<file path="src/rtl/multiport_reg_file.sv">
// Register file with two bypassed combinational read ports, two prioritised write ports
// and a per-register pending-write scoreboard for decode stalls.
module multiport_reg_file #(
    parameter int WORD_SIZE = 16,
    parameter int ADDR_SIZE = 4,
    parameter int MEM_SIZE  = 16,
    parameter int ZERO_REG  = 0
) (
    input  logic                 CLK,
    input  logic                 RST,
    input  logic [ADDR_SIZE-1:0] RADDR1,
    input  logic [ADDR_SIZE-1:0] RADDR2,
    output logic [WORD_SIZE-1:0] DATA_OUT1,
    output logic [WORD_SIZE-1:0] DATA_OUT2,
    output logic                 BUSY1,
    output logic                 BUSY2,
    input  logic                 W_ON_A,
    input  logic                 W_ON_B,
    input  logic [ADDR_SIZE-1:0] WADDR_A,
    input  logic [ADDR_SIZE-1:0] WADDR_B,
    input  logic [WORD_SIZE-1:0] DATA_IN_A,
    input  logic [WORD_SIZE-1:0] DATA_IN_B,
    input  logic                 BUSY_SET,
    input  logic [ADDR_SIZE-1:0] BUSY_ADDR
);

    logic [WORD_SIZE-1:0] mem [MEM_SIZE];
    logic [MEM_SIZE-1:0]  busy;
    logic [MEM_SIZE-1:0]  busy_nxt;
    logic                 wr_a;
    logic                 wr_b;
    logic                 set_ok;

    // An address is usable when it names a real register that is not the hardwired zero.
    function automatic logic addr_ok(input logic [ADDR_SIZE-1:0] a);
        return (32'(a) < MEM_SIZE) && !((ZERO_REG != 0) && (a == '0));
    endfunction

    function automatic logic [WORD_SIZE-1:0] reset_val(input int idx);
        logic [31:0] v;
        case (idx)
            0:       v = (ZERO_REG != 0) ? 32'h0 : 32'h1111;
            1:       v = 32'h2222;
            2:       v = 32'h4444;
            3:       v = 32'h8888;
            default: v = 32'h0;
        endcase
        return WORD_SIZE'(v);
    endfunction

    assign wr_a   = W_ON_A && addr_ok(WADDR_A);
    assign wr_b   = W_ON_B && addr_ok(WADDR_B);
    assign set_ok = BUSY_SET && addr_ok(BUSY_ADDR);

    // A set for a new producer overrides the clear from the retiring one.
    always_comb begin
        busy_nxt = busy;
        for (int i = 0; i < MEM_SIZE; i++) begin
            if ((wr_a && (WADDR_A == ADDR_SIZE'(i))) || (wr_b && (WADDR_B == ADDR_SIZE'(i))))
                busy_nxt[i] = 1'b0;
            if (set_ok && (BUSY_ADDR == ADDR_SIZE'(i)))
                busy_nxt[i] = 1'b1;
        end
    end

    // Port B is written last so it wins a same-address collision.
    always_ff @(posedge CLK or posedge RST) begin
        if (RST) begin
            for (int i = 0; i < MEM_SIZE; i++)
                mem[i] <= reset_val(i);
            busy <= '0;
        end else begin
            if (wr_a)
                mem[WADDR_A] <= DATA_IN_A;
            if (wr_b)
                mem[WADDR_B] <= DATA_IN_B;
            busy <= busy_nxt;
        end
    end

    logic [1:0][ADDR_SIZE-1:0] rd_addr;
    assign rd_addr = {RADDR2, RADDR1};

    for (genvar p = 0; p < 2; p++) begin : g_rd
        logic                 in_rng;
        logic                 hit_a;
        logic                 hit_b;
        logic [WORD_SIZE-1:0] data;
        logic                 bsy;

        assign in_rng = addr_ok(rd_addr[p]);
        assign hit_a  = W_ON_A && (WADDR_A == rd_addr[p]);
        assign hit_b  = W_ON_B && (WADDR_B == rd_addr[p]);

        // Data being written this cycle is already valid, so it both bypasses and unblocks.
        always_comb begin
            data = '0;
            bsy  = 1'b0;
            if (in_rng) begin
                if (hit_b)
                    data = DATA_IN_B;
                else if (hit_a)
                    data = DATA_IN_A;
                else
                    data = mem[rd_addr[p]];
                bsy = busy[rd_addr[p]] && !(hit_a || hit_b);
            end
        end
    end

    assign DATA_OUT1 = g_rd[0].data;
    assign DATA_OUT2 = g_rd[1].data;
    assign BUSY1     = g_rd[0].bsy;
    assign BUSY2     = g_rd[1].bsy;

endmodule

</file>
<file path="config.mk">
export PLATFORM = sky130hd
export DESIGN_NAME = multiport_reg_file
export DESIGN_NICKNAME = d
export VERILOG_FILES = /design/src/rtl/multiport_reg_file.sv
export SDC_FILE = /design/constraint.sdc
export NUM_CORES = 1
export LEC_CHECK = 0
export CELL_PAD_IN_SITES_DETAIL_PLACEMENT = 1
export CELL_PAD_IN_SITES_GLOBAL_PLACEMENT = 2
export CORE_MARGIN = 5
export CORE_UTILIZATION = 41
export CTS_BUF_LIST = sky130_fd_sc_hd__clkbuf_4 sky130_fd_sc_hd__clkbuf_8
export CTS_CLUSTER_SIZE = 40
export DETAILED_ROUTE_END_ITERATION = 12
export GPL_ROUTABILITY_DRIVEN = 0
export PLACE_DENSITY_LB_ADDON = 0.1
export SLEW_MARGIN = 20
export SYNTH_ARGS = -nofsm -noshare
export SYNTH_HDL_FRONTEND = slang
export SYNTH_SLANG_ARGS = --single-unit
</file>
<file path="constraint.sdc">
create_clock -name CLK -period 10.55 [get_ports CLK]
set_input_delay 1.055 -clock CLK [delete_from_list [all_inputs] [get_ports CLK]]
set_output_delay 1.055 -clock CLK [all_outputs]
set_load 0.01 [all_outputs]
</file>
==> impl_metrics.csv <==
group,metric,value,unit
status,status,"complete, no violations",
sta,period_needed,5.63,ns
sta,layout_setup_ws,4.92,ns
synth,synth_warnings,0,
synth,avgSynthCellArea,10.1,um^2
critical_path,slowest_stage,"buf_4",
sta,setup_viol,0,
routing,drt-total-wl,73.1,mm
floorplanning,dieArea,48400,um^2
critical_path,crit_chain,"buf_4 > buf_4 > nand2_1 > o22ai_1 > nor2_1 > or4_1 > o221a_2 > clkdlybuf4s50_1",
routing,drtAntennaViolNets,0,
global_routing,grt_pass1_wl,108,mm
sta,hold_viol,0,
placement,dpl_cell_area,19100,um^2
finish,drive_gt1_share,21.1,%
clock_tree,clockBufferDepth,3,
synth,synth_enable_flop_cells,0,
global_routing,antenna_found_initial,2,
pwr,peakVddDrop,99.4,uV
clock_tree,numCtsBuffers,54,
finish,fin_util,46.3,%
critical_path,critPathBufInv,3,
clock_tree,cts_max_level,2,
finish,stdcell_count,2405,
floorplanning,fp.dieW,220,um
pwr,p_leak,8.30,nW
sta,finClkSkew,0,ns
clock_tree,hold_buffers,0,
synth,netlist_area,18100,um^2
routing,firstDrtPassIters,5,
placement,placed_cells,2301,
routing,dr.first_iter.drc_count,1448,
clock_tree,cts_setup_buffers,0,
critical_path,cp.arrival,4.57,ns
pwr,seqPwrFrac,40.1,%
sta,slew_headroom,21.9,%
floorplanning,die_y,220,um
placement,pre_cts_slack,4.91,ns
finish,final_cell_mix,"mux2i_1 (288), dfrtp_1 (256), nor2_1 (224)",
global_routing,grt_pass1_vias,15700,
finish,final_common_cell,"mux2i_1",
floorplanning,core_area,43900,um^2
pwr,finalPower,3.80,mW
placement,port-buffer-count,90,
pwr,p_int,2.58,mW
job,cap_violations,0,
hold_path,hold_class,"reg2reg",
critical_path,cp_max_fo,47,
synth,synth_cell_types,43,
routing,drc_errors,0,
critical_path,crit_path_start_kind,"input pin",
clock_tree,cts-root-buf,"clkbuf_8",
synth,synth.net_count,1841,
routing,viasPerCell,6.22,
finish,syn_to_final_growth,12.5,%
finish,nets,1823,
pwr,clkPwrFrac,31.6,%
finish,finalInstanceArea,20300,um^2
floorplanning,io_pins,91,
global_routing,grt-ovfl-total,0,
pwr,netSwitchingFraction,32.2,%
synth,synth-seq-cells,272,
clock_tree,cts_sinks,272,
synth,synthFlopType,"dfrtp_1",
global_routing,grtUsageTotal,30.3,%
sta,fmax,178,MHz
pwr,power.density,187,nW/um^2
clock_tree,clk_pin_slew,0.06,ns
sta,whs,0.533,ns
clock_tree,ctsResizeCount,0,
critical_path,cp.required,9.50,ns
critical_path,cp-end-kind,"output port",
sta,tns,0,ns
clock_tree,cts_tree,"done",
critical_path,cp_top_family,"buffers and inverters",
sta,tightestPinTransition,1.17,ns
synth,syn_inst,1784,
clock_tree,clkLatencyLatePin,0.66,ns
routing,vias,14900,
pwr,p_comb_share,28.3,%
critical_path,slowest_delay,0.87,ns
sta,period_share,53.3,%
floorplanning,core.rowCount,77,
floorplanning,start_util,41.2,%
pwr,p_switching,1.22,mW
critical_path,crit_path_frequent_cell,"buf_4",
synth,async_flop_share,100,%
synth,seq_area_frac_synth,37.7,%
sta,report.final.slew_viol_count,0,
sta,rsz0062_at_grt,"no",
routing,wl_per_cell,30.4,um
placement,hpwl,43.2,mm
critical_path,path_class,"in2out",
global_routing,grt_max_degree,168,
==> cells by family after synthesis <==
logic type / Yosys count / synth area share, %
muxes: 452 / 32.8
DFF: 272 / 37.7
AOI/OAI and AO/OA: 368 / 11.8
and+or+nand+nor: 459 / 11.4
xor gates and xnor gates: 16 / 0.775
buffers and inverters: 217 / 5.51
==> Yosys cell counts (9+ instances only) <==
cell	instances	area (um^2)
a21oi_1	161	806
buf_1	43	161
buf_2	41	205
buf_6	9	101
clkbuf_1	113	424
dfrtp_1	256	6410
dfstp_2	16	420
mux2_2	58	653
mux2i_1	288	2880
mux4_2	102	2300
nand2_1	130	488
nor2_1	224	841
nor2_2	9	56.3
nor2b_1	17	106
o21ai_0	134	671
o221a_2	32	360
o22ai_1	29	181
or4_1	32	240
xor2_1	10	87.6
==> path summary, 6_finish.rpt <==
check                          start           end  slack [ns]  cells past startpoint
setup / recovery           RADDR2[1]  DATA_OUT2[9]        4.92                      8
hold / removal              busy[12]      busy[12]        0.53                      1
setup reg to reg            mem[195]      mem[195]        9.65                      2
hold reg to reg             busy[12]      busy[12]        0.53                      1
max in group asynchronous        RST      mem[242]        8.09                      3
min in group asynchronous        RST      mem[251]        0.97                      2
==> registers in the layout, indices dropped and copies added, names as in the netlist <==
| register | flops |
|---|---|
| mem | 256 |
| busy | 16 |
==> layer usage <==
layer  GRT usage [%]  vias up  share of wire (%)
met1            43.0     7752                 44
met5               0        -             0.0096
li1                -     6474                  -
met4            10.0        2                3.1
met2            47.5      576                 46
met3            5.23      145                6.9
==> power groups by stage <==
stage | registers (mW) | logic, mW | clock network [mW]
after floorplan | 1.46 | 0.778 | 0
after global placement | 1.52 | 1.05 | 0
after detailed placement | 1.54 | 1.07 | 0
after CTS | 1.52 | 1.08 | 1.23
after global routing | 1.56 | 1.17 | 1.28
final | 1.53 | 1.08 | 1.20
==> final cells by class <==
cell class | count | area, um^2
Multi-Input combinational cell | 1295 | 10300
Inverter | 6 | 30.0
Antenna cell | 1 | 2.50
Tap cell | 592 | 741
Timing Repair Buffer | 137 | 1240
Fill cell | 4910 | 23600
Clock inverter | 20 | 159
Sequential cell | 272 | 6830
Clock buffer | 82 | 1040
Power figures use the tool's default switching activity.
